## config.mk

```make
export PLATFORM = sky130hd
export DESIGN_NAME = mem_arbiter
export DESIGN_NICKNAME = d
export VERILOG_FILES = /design/src/rtl/mem_arbiter.sv
export SDC_FILE = /design/constraint.sdc
export NUM_CORES = 1
export LEC_CHECK = 0
export CAP_MARGIN = 20
export CORE_MARGIN = 2
export CORE_UTILIZATION = 50
export CTS_CLUSTER_DIAMETER = 80
export DETAILED_ROUTE_END_ITERATION = 8
export DONT_BUFFER_PORTS = 1
export GPL_TIMING_DRIVEN = 1
export PLACE_DENSITY_LB_ADDON = 0.05
export RECOVER_POWER = 100
export SLEW_MARGIN = 40
export SYNTH_ARGS = -nofsm -noshare
export SYNTH_HDL_FRONTEND = slang
export SYNTH_SLANG_ARGS = --single-unit
export TNS_END_PERCENT = 1
```

## constraint.sdc

```tcl
create_clock -name clk -period 2.6 [get_ports clk]
set_clock_uncertainty 0.05 [all_clocks]
set_input_delay 0.78 -clock clk [delete_from_list [all_inputs] [get_ports clk]]
set_output_delay 0.78 -clock clk [all_outputs]
set_load 0.02 [all_outputs]
```

## src/rtl/mem_arbiter.sv

```systemverilog
// mem_arbiter
// -----------
// Shares the single main-memory port between the instruction-fetch miss path
// (I-side) and the data-memory miss/write path (D-side).
// Read misses become full line fills. One word address is issued per cycle to
// the pipelined memory. Returned words are streamed back to the side that owns
// the fill, tagged with their word index. D-side stores are single-word
// write-through accesses.
//
// Ports
//   clk, rst_n                  clock, asynchronous active-low reset
//   i_req, i_addr               I-side fill request (held until i_done) and byte address
//   d_req, d_we, d_addr,        D-side request (held until d_done);
//   d_wdata                     d_we=1 selects a single-word write
//   i_fill_valid, d_fill_valid  fill word valid for the owning side
//   fill_idx, fill_data         word index within the line and returned word
//   i_done, d_done              one-cycle completion pulses
//   busy                        arbiter is serving a request
//   mem_en, mem_wr, mem_addr,   memory access strobe, write qualifier, byte address,
//   mem_wdata                   write data
//   mem_rdata, mem_rvalid       in-order read return from memory

module mem_arbiter #(
    parameter  int LINE_WORDS = 8,
    localparam int IDX_W      = $clog2(LINE_WORDS)
) (
    input  logic             clk,
    input  logic             rst_n,
    input  logic             i_req,
    input  logic [15:0]      i_addr,
    input  logic             d_req,
    input  logic             d_we,
    input  logic [15:0]      d_addr,
    input  logic [15:0]      d_wdata,
    output logic             i_fill_valid,
    output logic             d_fill_valid,
    output logic [IDX_W-1:0] fill_idx,
    output logic [15:0]      fill_data,
    output logic             i_done,
    output logic             d_done,
    output logic             busy,
    output logic             mem_en,
    output logic             mem_wr,
    output logic [15:0]      mem_addr,
    output logic [15:0]      mem_wdata,
    input  logic [15:0]      mem_rdata,
    input  logic             mem_rvalid
);

    typedef enum logic [2:0] {IDLE, ISSUE, DRAIN, DONE, WRITE} state_t;

    localparam logic [IDX_W:0] LAST_CNT  = (IDX_W + 1)'(LINE_WORDS - 1);
    // Clears the word-index bits and the byte-in-word bit to get the line base.
    localparam logic [15:0]    LINE_MASK = ~(16'(2 * LINE_WORDS) - 16'd1);

    state_t         state;
    state_t         state_next;
    logic           owner_d;
    logic           last_d;
    logic [IDX_W:0] issue_cnt;
    logic [IDX_W:0] ret_cnt;
    logic [15:0]    base_addr;
    logic [15:0]    wr_addr;
    logic [15:0]    wr_data;
    logic [15:0]    word_off;
    logic           grant_i;
    logic           grant_d;
    logic           ret_fire;
    logic           last_ret;
    logic           last_issue;

    // D wins by default. I wins only when D owned the previous grant, so a
    // stream of D writes cannot starve instruction fetch.
    // Returns are accepted only while a fill is in flight. Anything arriving
    // in IDLE, for example left over from before a reset, is dropped.
    always_comb begin
        grant_i    = i_req && (!d_req || last_d);
        grant_d    = d_req && !grant_i;
        ret_fire   = mem_rvalid && (state == ISSUE || state == DRAIN)
                     && (ret_cnt <= LAST_CNT);
        last_ret   = ret_fire && (ret_cnt == LAST_CNT);
        last_issue = (state == ISSUE) && (issue_cnt == LAST_CNT);
    end

    always_ff @(posedge clk or negedge rst_n) begin
        if (!rst_n) begin
            state <= IDLE;
        end else begin
            state <= state_next;
        end
    end

    // The base address has its low bits clear, so OR-ing in the word offset
    // never carries out of the line.
    // When the memory answers in the same cycle as the last issue, the final
    // return happens while still in ISSUE, so DRAIN is skipped.
    always_comb begin
        state_next = state;
        busy       = 1'b0;
        mem_en     = 1'b0;
        mem_wr     = 1'b0;
        mem_addr   = '0;
        mem_wdata  = '0;
        i_done     = 1'b0;
        d_done     = 1'b0;
        word_off   = 16'(issue_cnt[IDX_W-1:0]) << 1;
        unique case (state)
            IDLE: begin
                if (grant_d && d_we) begin
                    state_next = WRITE;
                end else if (grant_i || grant_d) begin
                    state_next = ISSUE;
                end
            end
            ISSUE: begin
                busy     = 1'b1;
                mem_en   = 1'b1;
                mem_addr = base_addr | word_off;
                if (last_ret) begin
                    state_next = DONE;
                end else if (last_issue) begin
                    state_next = DRAIN;
                end
            end
            DRAIN: begin
                busy = 1'b1;
                if (last_ret) begin
                    state_next = DONE;
                end
            end
            DONE: begin
                busy       = 1'b1;
                i_done     = !owner_d;
                d_done     = owner_d;
                state_next = IDLE;
            end
            WRITE: begin
                busy       = 1'b1;
                mem_en     = 1'b1;
                mem_wr     = 1'b1;
                mem_addr   = wr_addr;
                mem_wdata  = wr_data;
                d_done     = 1'b1;
                state_next = IDLE;
            end
            default: begin
                state_next = IDLE;
            end
        endcase
    end

    // Request fields are captured at grant time because requesters may change
    // them while busy.
    // Fill outputs are registered, so each word appears one cycle after its
    // mem_rvalid. The final word therefore coincides with the done pulse.
    always_ff @(posedge clk or negedge rst_n) begin
        if (!rst_n) begin
            owner_d      <= 1'b0;
            last_d       <= 1'b0;
            issue_cnt    <= '0;
            ret_cnt      <= '0;
            base_addr    <= '0;
            wr_addr      <= '0;
            wr_data      <= '0;
            i_fill_valid <= 1'b0;
            d_fill_valid <= 1'b0;
            fill_idx     <= '0;
            fill_data    <= '0;
        end else begin
            i_fill_valid <= 1'b0;
            d_fill_valid <= 1'b0;
            if (state == IDLE && (grant_i || grant_d)) begin
                owner_d   <= grant_d;
                last_d    <= grant_d;
                base_addr <= (grant_d ? d_addr : i_addr) & LINE_MASK;
                wr_addr   <= d_addr;
                wr_data   <= d_wdata;
                issue_cnt <= '0;
                ret_cnt   <= '0;
            end
            if (state == ISSUE) begin
                issue_cnt <= issue_cnt + 1'b1;
            end
            if (ret_fire) begin
                ret_cnt      <= ret_cnt + 1'b1;
                fill_data    <= mem_rdata;
                fill_idx     <= ret_cnt[IDX_W-1:0];
                i_fill_valid <= !owner_d;
                d_fill_valid <= owner_d;
            end
        end
    end

endmodule

```

==> results of run 1 <==
[cell type report]
| cell class | count | area (um^2) |
|---|---|---|
| Tap cell | 96 | 120.1 |
| Inverter | 1 | 3.754 |
| Fill cell | 626 | 3027 |
| Clock inverter | 6 | 87.58 |
| Timing Repair Buffer | 14 | 102.6 |
| Multi-Input combinational cell | 163 | 1474 |
| Sequential cell | 77 | 1927 |
| Clock buffer | 10 | 127.6 |
[power by group]
| part | switching, uW | internal [uW] |
|---|---|---|
| Combinational | 977 | 906 |
| Clock | 433 | 539 |
| Sequential | 535 | 1790 |
[flip-flops by register name, indices dropped and copies added, names as in the netlist]
name / count
d_fill_valid: 1
last_d: 1
wr_addr: 16
issue_cnt: 4
base_addr: 12
i_fill_valid: 1
fill_idx: 3
state: 3
ret_cnt: 4
wr_data: 16
fill_data: 16
[stage by stage]
| stage | hold slack (ns) | setup slack [ns] | total power, uW | utilization |
|---|---|---|---|---|
| floorplan | 0.3996 | 0.1848 | 4088 | - |
| CTS | 0.05278 | 0.01958 | 5402 | 0.5699 |
| global route | 0.05080 | 0.01199 | 5523 | 0.5594 |
| detailed placement | 0.4211 | 0.4087 | 4416 | 0.5386 |
| finish | 0.07059 | 0.09437 | 5181 | 0.5594 |
| global placement | 0.4141 | 0.4104 | 4358 | 0.5386 |
[per-layer routing]
metal,share of wire,GRT usage,vias to the layer above
li1,-,-,958
met2,0.44,0.2463,73
met1,0.44,0.2177,989
met5,0,0,-
met3,0.10,0.07479,10
met4,0.017,0.08264,0
[worst reg2reg max path: stages, from the launching register on]
cell      delay (ns)
dfrtp_1         0.43
buf_4           0.22
nor3b_1         0.65
and2_0          0.25
clkbuf_2        0.23
mux2_2          0.36
[cells by family after synthesis]
group                    synth area share
flip-flops                         0.5344
multiplexers                       0.2474
AND/OR/NAND/NOR                   0.09264
AO/OA/AOI/OAI                     0.06836
buffers and inverters             0.04094
XOR/XNOR                         0.009371
adder cells (fa/ha/maj)          0.006939
[cells in the final DEF, fill, tap and decap left out, drive strengths merged]
cell / n
dfrtp: 77
mux2: 75
and3: 19
a22o: 16
clkbuf: 15
buf: 9
nand2: 6
nor2: 4
a21oi: 4
o21ai: 3
clkinvlp: 3
and2: 3
nand4b: 2
nand4: 2
nor2b: 2
nand3: 2
ha: 2
bufinv: 2
nand2b: 2
nor3b: 2
xor2: 2
or3b: 1
xnor2: 1
nor4bb: 1
a21boi: 1
or3: 1
and3b: 1
nor3: 1
or2: 1
o221ai: 1
o21a: 1
mux2i: 1
inv: 1
o311ai: 1
a22oi: 1
a21bo: 1
a31oi: 1
o22ai: 1
o2bb2ai: 1
clkinv: 1
[final timing paths]
path                                          from                        to  slack (ns)  cells after the start
max                           state[1]$_DFFE_PN0P_              mem_addr[11]        0.09                      4
min                                          rst_n   wr_data[14]$_DFFE_PN0P_        0.07                      0
max reg2reg                   state[2]$_DFFE_PN0P_  fill_data[0]$_DFFE_PN0P_        0.30                      5
min reg2reg                wr_data[12]$_DFFE_PN0P_   wr_data[12]$_DFFE_PN0P_        0.43                      1
max in group asynchronous                    rst_n      state[1]$_DFFE_PN0P_        2.33                      0
min in group clk           wr_data[12]$_DFFE_PN0P_   wr_data[12]$_DFFE_PN0P_        0.43                      1
==> results.tsv, run 1 <==
stage	metric	value	unit
synthesis	fraction of registers with async set/reset	1.000	
critical_path	Buf/Inv on CP	2	
synthesis	Synth area leaders	dfrtp_1 53%, mux2_2 18%, mux2_4 4.2%, a22o_1 3.9%, and3_1 3.3%	
layout	share of cells above drive strength 1	0.3395	
timing	Slew headroom	0.4960	
floorplan	Die Ht	88.93	um
layout	Area Growth Syn to Fin	6.558	%
placement	placed cell area	0.003700	mm^2
floorplan	total core area	0.006869	mm^2
detailed_routing	via count	2030	
layout	n_diodes	0	
detailed_routing	wire length per cell	17.88	um
clock_network	clock sinks	77	
synthesis	Unique masters post-synth	46	
clock_network	CTS root buffer	clkbuf_8	
layout	post-route cell area	0.003842	mm^2
synthesis	Synth area leader	dfrtp_1	
synthesis	count leader, synth	dfrtp_1	
synthesis	Yosys top cell area share	0.5344	
grt	GRT Overall Usage	0.1698	
run_status	status	finished clean	
synthesis	Syn Std Cell Area	0.003606	mm^2
detailed_routing	drt via density	5.531	
clock_network	Reg clk slew, reported paths	0.08	ns
critical_path	Setup crit end kind	output port	
synthesis	Synth top cells by count	77 x dfrtp_1, 58 x mux2_2, 19 x and3_1	
synthesis	FF+latch count, synth	77	
critical_path	Req. time, crit path	1.77	ns
critical_path	crit path max fanout	17	
clock_network	Inserted Clock Buffers	9	
pwr	worst vdd ir	0.0005585	V
critical_path	kind of critical path	reg2out	
timing	RSZ-0062 raised after global routing	no	
placement	dpl cells	351	
grt	first-pass GRT wire length	10.07	mm
timing	pin slew with the least headroom to its limit	0.7544	ns
detailed_routing	post-route ant nets	0	
floorplan	die span in x	88.93	um
detailed_routing	total routed wirelength	6.561	mm
critical_path	most used cell, CP	buf_4	
critical_path	crit path cell chain	buf_4, nor3b_2, buf_4, a22o_1	
grt	initial antenna violation count	0	
clock_network	CTS max path bufs	2	
floorplan	Rows	30	
grt	GR Overflow Total	0	
detailed_routing	DRC violations left	0	
placement	DP HPWL	4.557	mm
placement	Routability Congestion	0.7033	
synthesis	sequential area share after synthesis	0.5344	
synthesis	EDFF count, synth	0	
synthesis	Syn Inst Count	259	
synthesis	Top FF cell, synth	dfrtp_1	
clock_network	H-tree level count	3	
grt	vias in the first global route	2051	
timing	final setup TNS	0	ns
synthesis	Synthesis Warnings	0	
timing	final setup violation count	0	
floorplan	I/O pin count	128	
timing	FMAX	399.1	MHz
clock_network	cts repair resizes	0	
critical_path	Critical-path top delay cell	dfrtp_1	
grt	largest net degree at the start of global routing	78	
hold_path	Min-Delay Path Class	in2async	
timing	Hold Fails Final Rpt	0	
detailed_routing	first drt pass iteration count	4	
layout	Finished Layout Cells	367	
pwr	leakage	0.001701	uW
floorplan	initial core utilization	0.5250	
critical_path	CP peak stage delay	0.43	ns
clock_network	postcts setup bufs	0	
floorplan	die area	0.007908	mm^2
run	total of max-cap violations	0	
clock_network	hold_buf cts	0	
clock_network	Clk Latency, worst-skew pair	0.35	ns
placement	IO buf count	0	
pwr	pwr/cell area	1348	mW/mm^2
timing	Final Cycle Share	0.9637	
synthesis	Mapped Avg Cell Area	13.92	um^2
synthesis	syn nets	331	
layout	nets@finish	338	
critical_path	CP delay by family, top	buffers and inverters	
critical_path	Critical Path Start Type	flip-flop	
timing	max-slew violations	0	
clock_network	CTS tree	yes	
detailed_routing	DRT iter0 DRCs	55	
critical_path	critical path arrival	1.68	ns
timing	crit path time final	2.506	ns
Power figures use the tool's default switching activity.
==> run 2, diff against run 1 <==
--- a/config.mk
+++ b/config.mk
@@ -9,6 +9,7 @@
 export CORE_MARGIN = 2
 export CORE_UTILIZATION = 50
 export CTS_CLUSTER_DIAMETER = 80
+export CTS_CLUSTER_SIZE = 10
 export DETAILED_ROUTE_END_ITERATION = 8
 export DONT_BUFFER_PORTS = 1
 export GPL_TIMING_DRIVEN = 1
==> results of run 2 <==
Final layout, timing and power as in run 1 (identical DEF).
